<file path="config.mk">
export PLATFORM = sky130hd
export DESIGN_NAME = regfile_pair_idu
export DESIGN_NICKNAME = d
export VERILOG_FILES = /design/src/rtl/regfile_pair_idu.sv
export SDC_FILE = /design/constraint.sdc
export NUM_CORES = 1
export LEC_CHECK = 0
export CAP_MARGIN = 15
export CELL_PAD_IN_SITES_DETAIL_PLACEMENT = 0
export CELL_PAD_IN_SITES_GLOBAL_PLACEMENT = 1
export CORE_AREA = 2 2 147 149
export DETAILED_ROUTE_END_ITERATION = 8
export DIE_AREA = 0 0 149 151
export PLACE_DENSITY_LB_ADDON = 0.08
export SYNTH_ARGS = -nofsm -noshare
export SYNTH_HDL_FRONTEND = slang
export SYNTH_SLANG_ARGS = --single-unit
</file>
<file path="constraint.sdc">
create_clock -name CLK -period 4.85 [get_ports CLK]
set_input_delay 1.2125 -clock CLK [delete_from_list [all_inputs] [get_ports CLK]]
set_output_delay 1.2125 -clock CLK [all_outputs]
set_load 0.01 [all_outputs]
</file>
<file path="src/rtl/regfile_pair_idu.sv">
// Uniform bank of NPAIRS byte-addressable register pairs with a two-stage
// increment/decrement unit. The unit drives the address bus with the pre-op
// value and optionally writes the result back to its source pair.
module regfile_pair_idu #(
  parameter int              DW      = 8,
  parameter int              NPAIRS  = 4,
  parameter int              PAW     = 2,
  parameter int              BYPASS  = 1,
  parameter logic [2*DW-1:0] RST_VAL = '0
) (
  input  logic            CLK,
  input  logic            SYNC_RES,
  input  logic [PAW:0]    rd_a_sel,
  output logic [DW-1:0]   rd_a,
  input  logic [PAW:0]    rd_b_sel,
  output logic [DW-1:0]   rd_b,
  input  logic            wr8_en,
  input  logic [PAW:0]    wr8_sel,
  input  logic [DW-1:0]   wr8_d,
  input  logic            wr16_en,
  input  logic [PAW-1:0]  wr16_sel,
  input  logic [2*DW-1:0] wr16_d,
  input  logic            idu_req,
  input  logic [PAW-1:0]  idu_sel,
  input  logic [1:0]      idu_op,
  input  logic            idu_wb,
  output logic [2*DW-1:0] addr,
  output logic            addr_valid,
  output logic            idu_wrap
);

  localparam int AW    = 2 * DW;
  localparam int NSLOT = 1 << PAW;
  localparam logic [AW-1:0] ONE = AW'(1);

  // Pair storage and the single in-flight IDU stage (S1).
  logic [AW-1:0]  pair_reg [NPAIRS];
  logic [AW-1:0]  addr_reg;
  logic           addr_valid_reg;
  logic           idu_wrap_reg;
  logic           s1_valid_reg;
  logic           s1_wb_reg;
  logic [PAW-1:0] s1_sel_reg;
  logic [1:0]     s1_op_reg;

  // Merged next value per pair; also what bypassed reads observe.
  logic [AW-1:0]  pair_next [NPAIRS];
  // Padded views so out-of-range selects resolve to zero without range faults.
  logic [AW-1:0]  read_view [NSLOT];
  logic [AW-1:0]  src_view  [NSLOT];

  logic [AW-1:0]  s1_res;
  logic           s1_wb_act;
  logic [AW-1:0]  src;
  logic           wrap_next;

  // S1 result: addr_reg still holds the source value captured at the request.
  always_comb begin
    s1_res = addr_reg;
    case (s1_op_reg)
      2'b01:   s1_res = addr_reg + ONE;
      2'b10:   s1_res = addr_reg - ONE;
      default: s1_res = addr_reg;
    endcase
  end

  // A writeback only counts when it targets a real pair and reset is not active.
  assign s1_wb_act = s1_valid_reg && s1_wb_reg && !SYNC_RES && (int'(s1_sel_reg) < NPAIRS);

  // Per-byte merge: wr16 beats the IDU writeback, which beats wr8.
  always_comb begin
    for (int i = 0; i < NPAIRS; i++) begin
      logic hit16, hit_idu, hit8_hi, hit8_lo;
      hit16   = wr16_en && !SYNC_RES && (wr16_sel == PAW'(i));
      hit_idu = s1_wb_act && (s1_sel_reg == PAW'(i));
      hit8_hi = wr8_en && !SYNC_RES && (wr8_sel[PAW:1] == PAW'(i)) && wr8_sel[0];
      hit8_lo = wr8_en && !SYNC_RES && (wr8_sel[PAW:1] == PAW'(i)) && !wr8_sel[0];
      pair_next[i] = pair_reg[i];
      if (hit16)
        pair_next[i] = wr16_d;
      else if (hit_idu)
        pair_next[i] = s1_res;
      else begin
        if (hit8_hi) pair_next[i][AW-1:DW] = wr8_d;
        if (hit8_lo) pair_next[i][DW-1:0]  = wr8_d;
      end
    end
  end

  genvar gi;
  generate
    for (gi = 0; gi < NSLOT; gi++) begin : g_view
      if (gi < NPAIRS) begin : g_real
        if (BYPASS != 0) begin : g_fwd
          assign read_view[gi] = pair_next[gi];
        end else begin : g_store
          assign read_view[gi] = pair_reg[gi];
        end
        assign src_view[gi] = pair_reg[gi];
      end else begin : g_pad
        assign read_view[gi] = '0;
        assign src_view[gi]  = '0;
      end
    end
  endgenerate

  assign rd_a = rd_a_sel[0] ? read_view[rd_a_sel[PAW:1]][AW-1:DW] : read_view[rd_a_sel[PAW:1]][DW-1:0];
  assign rd_b = rd_b_sel[0] ? read_view[rd_b_sel[PAW:1]][AW-1:DW] : read_view[rd_b_sel[PAW:1]][DW-1:0];

  // S0 source: forward the S1 result for back-to-back ops on the same pair.
  always_comb begin
    src = src_view[idu_sel];
    if (s1_wb_act && (s1_sel_reg == idu_sel))
      src = s1_res;
    wrap_next = ((idu_op == 2'b01) && (src == '1)) || ((idu_op == 2'b10) && (src == '0));
  end

  // Pair storage update; reset overrides every write source.
  always_ff @(posedge CLK) begin
    for (int i = 0; i < NPAIRS; i++) begin
      if (SYNC_RES) pair_reg[i] <= RST_VAL;
      else          pair_reg[i] <= pair_next[i];
    end
  end

  // IDU pipeline: capture source on request, otherwise hold addr and go idle.
  always_ff @(posedge CLK) begin
    if (SYNC_RES) begin
      addr_reg       <= '0;
      addr_valid_reg <= 1'b0;
      idu_wrap_reg   <= 1'b0;
      s1_valid_reg   <= 1'b0;
      s1_wb_reg      <= 1'b0;
      s1_sel_reg     <= '0;
      s1_op_reg      <= 2'b00;
    end else if (idu_req) begin
      addr_reg       <= src;
      addr_valid_reg <= 1'b1;
      idu_wrap_reg   <= wrap_next;
      s1_valid_reg   <= 1'b1;
      s1_wb_reg      <= idu_wb && (idu_op != 2'b11);
      s1_sel_reg     <= idu_sel;
      s1_op_reg      <= idu_op;
    end else begin
      addr_valid_reg <= 1'b0;
      idu_wrap_reg   <= 1'b0;
      s1_valid_reg   <= 1'b0;
      s1_wb_reg      <= 1'b0;
    end
  end

  assign addr       = addr_reg;
  assign addr_valid = addr_valid_reg;
  assign idu_wrap   = idu_wrap_reg;

endmodule

</file>
Word level (Yosys, flattened, before mapping)
Memory sizes are Yosys's and may differ from the RTL's.
Cells that the tools add are included.
{ "word_totals": {"regBits": 23, "latch_bits": 0, "mem_bits_rw": 64, "romBits": 0, "output_inout_bits": 34, "wordCells": 109, "memories": 1} }
{ "classes": {"add_sub_neg": 2, "multipliers": 0, "div_mod_pow": 0, "order_cmp": 3, "eq_ne": 16, "n_shift": 0, "n_mux": 37, "bitwise_logic": 8, "reduce_logical": 36} }
{ "memory_table": {"columns": ["memory", "depth", "width", "read_ports", "rd_ports_with_merged_regs", "write_ports", "line", "text"], "rows": [
  ["pair_reg", 4, 16, 4, 0, 4, "37", "logic [AW-1:0] pair_reg [NPAIRS];"]
]} }
{ "op_table": {"columns": ["operator", "count"], "rows": [
  ["16-bit two-way mux", 19],
  ["16-bit binary-select mux with 2-bit select", 3],
  ["8-bit two-way mux", 10],
  ["16-bit one-hot mux with 2 select lines", 1],
  ["1-bit logical AND", 28],
  ["16-bit by 1-bit adder with 16-bit output, second input constant", 1],
  ["16-bit == test, second input constant", 1],
  ["2-bit == test, second input constant", 8],
  ["16-bit zero test", 1],
  ["16-bit by 1-bit subtractor with 16-bit output, second input constant", 1],
  ["2-bit by 1-bit == test with 1-bit output, second input constant", 5],
  ["3-bit >= comparator, second input constant", 3],
  ["2-bit inverter with 3-bit output", 3],
  ["2-bit zero test", 3],
  ["1-bit two-way mux", 4],
  ["1-bit bitwise OR", 4],
  ["2-bit == test", 1],
  ["1-bit zero test", 2],
  ["2-bit != test, second input constant", 1],
  ["2-bit OR reduction", 1],
  ["1-bit logical OR", 1],
  ["1-bit inverter", 1]
]} }

Logic depth before layout (Yosys ltp)
{ "logic_depth": {"depth_word": 11, "ltp_mapped": 18, "ltp_nobuf": 13} }

Least setup slack after synthesis
OpenSTA, ideal clock, no wires.
{ "synth_timing": {"kind": "reg2out", "from": "reg s1_op_reg[0]", "to": "out rd_b[6]", "arrival_ns": 3.696, "path_slack_ns": -0.058, "stages_incl_launch_ff": 19, "path_buffers": 5, "path_cell_list": "dfxtp_1 > inv_1 > ha_1 > buf_6 > buf_2 > buf_2 > buf_1 > xor2_1 > ha_1 > and3b_1 > o21ai_1 > a41oi_1 > nand2_1 > mux2_2 > a32o_1 > buf_6 > o21a_1 > o2bb2ai_1 > o32a_1"} }
{ "synth_between": {"elab_chain_len": 8} }
{ "synth_lines": {"columns": ["item", "line", "text"], "rows": [
  ["from (decl)", "44", "logic [1:0] s1_op_reg;"],
  ["from (signal assigned)", "143", "s1_op_reg <= idu_op;"],
  ["2-bit == test / 2-bit by 1-bit == test with 1-bit output (equally long branches)", "60", "case (s1_op_reg)"],
  ["16-bit one-hot mux with 2 select lines *", "60", null],
  ["16-bit two-way mux", "81", "else if (hit_idu)"],
  ["16-bit two-way mux", "79", "if (hit16)"],
  ["16-bit binary-select mux with 2-bit select *", "108", "assign rd_b = rd_b_sel[0] ? read_view[rd_b_sel[PAW:1]][AW-1:DW] : read_view[rd_b_sel[PAW:1]][DW-1:0];"],
  ["16-bit two-way mux (implied by the code) * (2 in series)", "108", null],
  ["8-bit two-way mux *", "108", null],
  ["to (decl)", "16", "output logic [DW-1:0] rd_b,"]
]} }
Mark *: on every way between the ends. The rest lies on a longest branch, timed or not. The select of a mux whose other input is x is not followed.

Worst setup path in the final report
{ "layout_timing": {"from": "reg s1_op_reg[0]", "to": "out rd_a[0]"} }
{ "layout_between": {"elab_chain_len": 8} }
{ "layout_lines": {"columns": ["item", "line", "text"], "rows": [
  ["2-bit == test / 2-bit by 1-bit == test with 1-bit output (equally long branches)", "60", null],
  ["16-bit one-hot mux with 2 select lines *", "60", null],
  ["16-bit two-way mux", "81", null],
  ["16-bit two-way mux", "79", null],
  ["16-bit binary-select mux with 2-bit select *", "107", "assign rd_a = rd_a_sel[0] ? read_view[rd_a_sel[PAW:1]][AW-1:DW] : read_view[rd_a_sel[PAW:1]][DW-1:0];"],
  ["16-bit two-way mux (implied by the code) * (2 in series)", "107", null],
  ["8-bit two-way mux *", "107", null],
  ["to (decl)", "14", "output logic [DW-1:0] rd_a,"]
]} }
Marks and branches as above.

==> flow_metrics.tcl <==
set metrics [dict create \
    worstSetupStartpoint "s1_op_reg[0]$_SDFFE_PP0P_" \
    worstPathArrival_ns 3.57 \
    floorplan.rows 53 \
    dp_hpwl_mm 28.4 \
    finalClockSkew_ns 0.00778 \
    async_reset_ff_share_pct 0 \
    grt_antenna_before_repair 1 \
    synth_common_cells "sky130_fd_sc_hd__nor2_1, sky130_fd_sc_hd__nand2_1, sky130_fd_sc_hd__dfxtp_1" \
    seq_power_share_pct 33.0 \
    worstSetupEndpoint "rd_a[0]" \
    cts-htree-levels 3 \
    number_of_synthesized_flops_with_an_enable_pin 0 \
    first_global_vias 9518 \
    vdd_ir_drop_max_mv 0.181 \
    timing_worst_setup_path_type "reg2out" \
    vias 9722 \
    grt_total_usage_pct 33.2 \
    design.portCount 79 \
    finalSetupTns_ns 0 \
    synth_simple_gate_area_share_pct 24.7 \
    crit_path_end_kind "output port" \
    remaining_routing_drc_violations 0 \
    viasPerCell 6.06 \
    power_report.internal_total_w 0.00158 \
    drtPass1Iterations 5 \
    grt_overflow_total 0 \
    finalSetupViolations 0 \
    final_layout_size_suffix_gt1_share_pct 38.1 \
    r2r.worst_path.cells 15 \
    synth_compound_gate_area_share_pct 24.8 \
    synthesis.yosys.warnings 0 \
    sw_frac_of_total_pct 32.6 \
    crit_required_ns 3.64 \
    leakagePower_nw 4.92 \
    synthesis.area_per_instance_sq_um 7.85 \
    post_synth_fa_ha_maj_area_fraction_pct 0.609 \
    synth.ff_latch_count 87 \
    gate_power_share_pct 33.0 \
    syn-instance-count 1047 \
    num-nets-final 1371 \
    post_synth_main_area_contributors "sky130_fd_sc_hd__dfxtp_1, sky130_fd_sc_hd__mux4_2, sky130_fd_sc_hd__mux2i_1, sky130_fd_sc_hd__nor2_1, sky130_fd_sc_hd__a21oi_1" \
    place.port_buffers 78 \
    worstReg2RegEnd "idu_wrap$_SDFF_PP0_" \
    netlist.area_leader.share_pct 21.2 \
    rsz0062_at_grt "yes" \
    ctsLongestPathBuffers 2 \
    share_clk_of_total_power_pct 34.1 \
    largest_reg_flops 64 \
    hold_start "addr[13]$_SDFFE_PP0P_" \
    number_of_clock_buffers_inserted_by_tritoncts 9 \
    synthDominantAreaCellType "sky130_fd_sc_hd__dfxtp_1" \
    worstReg2RegStart "s1_op_reg[0]$_SDFFE_PP0P_" \
    tritoncts_clock_tree "yes" \
    wire_length_of_the_first_global_routing_pass_mm 56.4 \
    cts.clk_slew.worst_paths_ns 0.07 \
    initial_cell_density_of_the_core_pct 39.5 \
    maxcap_viol_count 0 \
    distinct_cell_type_count_after_synthesis 84 \
    tightest_slew_ns 0.969 \
    wl_per_cell_microns 23.3 \
    max_freq_ghz 0.209 \
    period_needed_ns 4.78 \
    xor_and_xnor_fraction_of_the_mapped_netlist_area_pct 1.92 \
    drt.antenna.violating_nets 0 \
    die-width_microns 149 \
    sequential_element_share_of_the_synthesized_area_pct 21.2 \
    result_of_the_run "complete, no violations" \
    hold_path_class "reg2reg" \
    power.density_mw_per_mm2 192 \
    main_combinational_cell_family_by_area_after_synthesis "compound AO/OA/AOI/OAI gates" \
    timing.final.hold_violations 0 \
    mappedNetlistArea_sq_mm 0.00822 \
    grt_max_degree 81 \
    dieArea_sq_mm 0.0225 \
    p_sw_w 0.000761 \
    global_placement_routability_congestion 1.01 \
    slew-limit-headroom_pct 35.4 \
    filler_cell_count 1959 \
    tritoncts_num_sinks 87 \
    placeableCoreArea_sq_mm 0.0208 \
    initialDrtViolationCount 777 \
    r2r_slack_ns 1.30 \
    synthToLayoutAreaGrowth_pct 48.2 \
    synth_top_flop_cell "sky130_fd_sc_hd__dfxtp_1" \
    critPathMaxFanout 5 \
    slew_viol_final 0 \
    clock-root-buffer "sky130_fd_sc_hd__clkbuf_16" \
    synth_most_common_cell "sky130_fd_sc_hd__nor2_1" \
    die_h_microns 151 \
    fin_crit_sh_pct 98.6 \
    cp-start-kind "register" \
    fin_util_pct 58.5 \
    clk-insertion-delay-late_ns 0.36 \
    synth_nets 1096 \
    share_of_cell_area_taken_by_muxes_after_synthesis_pct 20.8 \
    wl_mm 37.4 \
]
==> per-layer routing <==
layer,part of all wire [%],track usage [%]
met5,0,0
met4,4.2,15.5
met3,7.0,4.49
met2,47,55.1
met1,41,43.0
==> kinds of logic after synthesis <==
group / count (synthesis)
buffers and inverters: 112
XOR/XNOR: 18
AO/OA/AOI/OAI: 298
flip-flops: 87
multiplexers: 126
adder cells (fa/ha/maj): 4
AND/OR/NAND/NOR: 402
==> power by group through the flow <==
stage          Sequential [W]  Clock [W]  Combinational (W)
2_1_floorplan        0.000776          0           0.000361
3_3_place_gp         0.000785          0           0.000679
3_5_place_dp         0.000785          0           0.000680
4_1_cts              0.000769   0.000802           0.000708
5_1_grt              0.000774   0.000835           0.000821
6_report             0.000771   0.000797           0.000771
==> worst min path at each step <==
stage | endpoint | cells past startpoint
6_report | addr[13]$_SDFFE_PP0P_ | 2
5_1_grt | addr[13]$_SDFFE_PP0P_ | 2
4_1_cts | addr[13]$_SDFFE_PP0P_ | 2
3_5_place_dp | addr[13]$_SDFFE_PP0P_ | 2
3_3_place_gp | addr[13]$_SDFFE_PP0P_ | 2
2_1_floorplan | s1_op_reg[0]$_SDFFE_PP0P_ | 2
==> cell usage in the layout, fill, tap and decap left out, types with 15 or more instances in the layout <==
cell type and instances:
sky130_fd_sc_hd__mux4_2 33, sky130_fd_sc_hd__o21ai_0 24, sky130_fd_sc_hd__mux2i_1 70, sky130_fd_sc_hd__nor2_1 116, sky130_fd_sc_hd__nor3_1 20, sky130_fd_sc_hd__dfxtp_1 85, sky130_fd_sc_hd__a21oi_1 63, sky130_fd_sc_hd__buf_6 21
sky130_fd_sc_hd__nand2_1 82, sky130_fd_sc_hd__buf_4 262, sky130_fd_sc_hd__clkdlybuf4s50_1 54, sky130_fd_sc_hd__nand3_1 33, sky130_fd_sc_hd__nor2b_1 29, sky130_fd_sc_hd__o211ai_1 16, sky130_fd_sc_hd__a211oi_1 22, sky130_fd_sc_hd__o21ai_1 16
sky130_fd_sc_hd__a31oi_1 15
==> area by class of cell <==
class                   instances  area [sq um]  share of cell area (%)
clock buffers                  12           246                    2.02
clock inverters                 4          77.6                   0.637
multi-input cells             848          6690                    54.9
inverters                      11          45.0                   0.370
well taps                     275           344                    2.83
repair buffers                365          3030                    24.9
flip-flops and latches         87          1740                    14.3
diodes                          1          2.50                  0.0205
==> timing repair <==
item                                    CTS  global route
gates resized for setup                 141           120
pin swaps                                24            50
cloned                                    1             0
hold buffers                              0             0
endpoints found under the hold margin     0             0
setup buffers                            17            12
endpoints found under the setup margin   16            16
==> through the flow <==
stage                     worst slack (ns)  instance area, sq um  power, W  instances  hold WS, ns
after floorplan                     0.0229                  8220   0.00114       1047        0.460
after global placement              -0.714                 10900   0.00146       1559        0.533
after detailed placement            -0.787                 10900   0.00147       1559        0.542
after CTS                         -0.00376                 11600   0.00228       1593        0.551
after global routing                -0.104                 12200   0.00243       1602        0.580
final                               0.0668                 12200   0.00234       1603        0.550
==> critical path: stages (launching register included) <==
cell	delay, ns
sky130_fd_sc_hd__dfxtp_2	0.33
sky130_fd_sc_hd__inv_2	0.05
sky130_fd_sc_hd__ha_4	0.17
sky130_fd_sc_hd__xor2_1	0.14
sky130_fd_sc_hd__ha_2	0.19
sky130_fd_sc_hd__and3b_2	0.27
sky130_fd_sc_hd__o21ai_4	0.22
sky130_fd_sc_hd__buf_6	0.14
sky130_fd_sc_hd__a211oi_2	0.05
sky130_fd_sc_hd__nand3b_1	0.24
sky130_fd_sc_hd__xnor2_2	0.23
sky130_fd_sc_hd__buf_6	0.14
sky130_fd_sc_hd__buf_6	0.09
sky130_fd_sc_hd__a221oi_4	0.07
sky130_fd_sc_hd__mux4_2	0.47
sky130_fd_sc_hd__mux2_4	0.27
sky130_fd_sc_hd__buf_6	0.12
(Power assumes the default switching activity.)
==> RTL change (config.mk and constraints unchanged) <==
`PAW`: 2 -> 3.
--- a/src/rtl/regfile_pair_idu.sv
+++ b/src/rtl/regfile_pair_idu.sv
@@ -4,7 +4,7 @@
 module regfile_pair_idu #(
   parameter int              DW      = 8,
   parameter int              NPAIRS  = 4,
-  parameter int              PAW     = 2,
+  parameter int              PAW     = 3,
   parameter int              BYPASS  = 1,
   parameter logic [2*DW-1:0] RST_VAL = '0
 ) (
Interface: changed (5 resized); port bits go from 79 to 84. The function was not compared with the original's and may differ.
==> RTL change against the unedited design <==
The run now ends with setup timing left. Sequential cell count is 1 higher. Worst setup slack worse by 0.21 ns. Design area is 7.9% higher. Synthesized cell count is 15% higher. Clock power is 11% lower. Core utilization is 4.6 points higher. Global-route usage is 2.9 points higher. Cell count is 11% higher. Power is 11% lower. Register-to-register slack worse by 0.13 ns. Routed wire length is 9.6% higher. Synthesized area is 9.2% higher. Hold slack better by 0.032 ns. Critical endpoint is now rd_b[6]. Highest routed layer unchanged.
==> RTL change: results (changes against the unedited design) <==
status: "finished, violations left"  # was finished, final reports clean
failed_checks: "setup timing"
port_buffers: 83  # was 78
insertion_delay_ns: 0.36  # about the same
num_vias: 11200  # was 9722
regArea_mm2: 0.00176  # was 0.00174 mm^2
dpl_cell_area_mm2: 0.0121  # was 0.0109 mm^2
antenna_found_initial: 0  # was 1
synthCells: 1200  # was 1047
intPower_mw: 1.43  # was 1.58 mW
grt_pass1_vias: 10500  # was 9518
antenna_cells: 0  # was 1
synth_cell_type_count: 95  # was 84
cp-start-kind: "flop"  # unchanged
drive_above_1_share: 0.345  # was 0.381
ys_seq_area_frac: 0.196  # was 0.212
yosys_warnings: 0  # unchanged
cts_max_level: 3  # unchanged
vias_per_cell: 6.27  # was 6.06
numCtsBuffers: 9  # unchanged
slew_headroom: 0.462  # was 0.354
hpwl_um: 31100  # was 28400 um
synth_top_area_frac: 0.196  # was 0.212
hold_start: "s1_sel_reg[2]$_SDFFE_PP0P_"  # was addr[13]$_SDFFE_PP0P_
yosys-top-cells-count: "138 x nor2_1, 125 x nand2_1, 98 x a21oi_1, 90 x mux2i_1, 88 x dfxtp_1"  # was 127 x nor2_1, 88 x nand2_1, 87 x dfxtp_1, 78 x a21oi_1, 74 x mux2i_1
nets: 1561  # was 1371
finalSetupViolCount: 5  # was 0
synth_area_leaders: "dfxtp_1 20%, mux2i_1 10%, nor2_1 5.8%"  # was dfxtp_1 21%, mux4_2 9.0%, mux2i_1 9.0%
track_usage: 0.361  # was 0.332
slowest_stage: "or4_4"  # was mux4_2
fin_skew_ns: 0.00893  # was 0.00778 ns
arrival_ns: 3.78  # was 3.57 ns
ctsLongestPathBuffers: 2  # unchanged
gp_congestion: 0.986  # was 1.01
setup_tns_ns: -0.390  # was 0 ns
ir_worst_vdd_mv: 0.172  # was 0.181 mV
p_sw_frac: 0.317  # was 0.326
dpl_worst_slack_ns: -0.942  # was -0.787 ns
layout_setup_ws_ns: -0.144  # was 0.0668 ns
p_clk_uw: 712  # was 797 uW
drt_iter0_markers: 967  # was 777
drt_pass1_iterations: 5  # unchanged
crit_fanout: 5  # unchanged
grt_pass1_wl_um: 61800  # was 56400 um
fillers: 1951  # was 1959
r2r_start: "s1_op_reg[0]$_SDFFE_PP0P_"  # unchanged
cpPeakStageDelay_ns: 0.57  # was 0.47 ns
wl_per_cell_um: 23.0  # was 23.3 um
grt_start_max_net_pins: 42  # was 81
p_leak_nw: 5.70  # was 4.92 nW
synth_nets: 1253  # was 1096
powerSeq_uw: 756  # was 771 uW
dp_cells: 1751  # was 1559
==> RTL change: area by class of cell <==
| cell class | instances | area share |
|---|---|---|
| clock buffers | 12 | 0.0187 |
| multi-input cells | 973 | 0.554 |
| inverters | 25 | 0.00742 |
| well taps | 275 | 0.0262 |
| flip-flops and latches | 88 | 0.134 |
| repair buffers | 411 | 0.257 |
| clock inverters | 1 | 0.00228 |
==> RTL change: kinds of logic after synthesis <==
family	Yosys count	synth area share
and+or+nand+nor	465	0.263
AOI/OAI and AO/OA	361	0.281
buffers and inverters	139	0.0640
muxes	128	0.175
DFF	88	0.196
xor gates and xnor gates	16	0.0173
adders and majority gates	3	0.00418
==> RTL change: metal layers <==
| metal | global-route usage | vias to the layer above | wire (um) |
|---|---|---|---|
| li1 | - | 5147 | - |
| met1 | 0.484 | 5335 | 17200 |
| met2 | 0.597 | 589 | 18700 |
| met3 | 0.0268 | 117 | 3170 |
| met4 | 0.165 | 0 | 1920 |
| met5 | 0 | - | 0 |
==> RTL change: timing repair <==
action / in CTS / in global routing
endpoints found under the setup margin: 16 / 16
gates resized for setup: 174 / 69
cloned: 0 / 1
pin swaps: 48 / 29
setup buffers: 12 / 9
==> RTL change: worst max-delay path, delay by kind of cell (launching register included) <==
kind	cells	cell delay (ns)
mux	1	0.47
compound gates	3	0.77
buf+inv	4	0.51
flops	1	0.32
xor+xnor	2	0.29
fa+ha+maj	2	0.40
simple gates	3	0.66
==> RTL change: final timing paths <==
path | to | slack [ns] | depth (start not counted)
max | rd_b[6] | -0.14 | 15
min | s1_sel_reg[2]$_SDFFE_PP0P_ | 0.58 | 2
max reg2reg | idu_wrap$_SDFF_PP0_ | 1.17 | 16
min reg2reg | s1_sel_reg[2]$_SDFFE_PP0P_ | 0.58 | 2
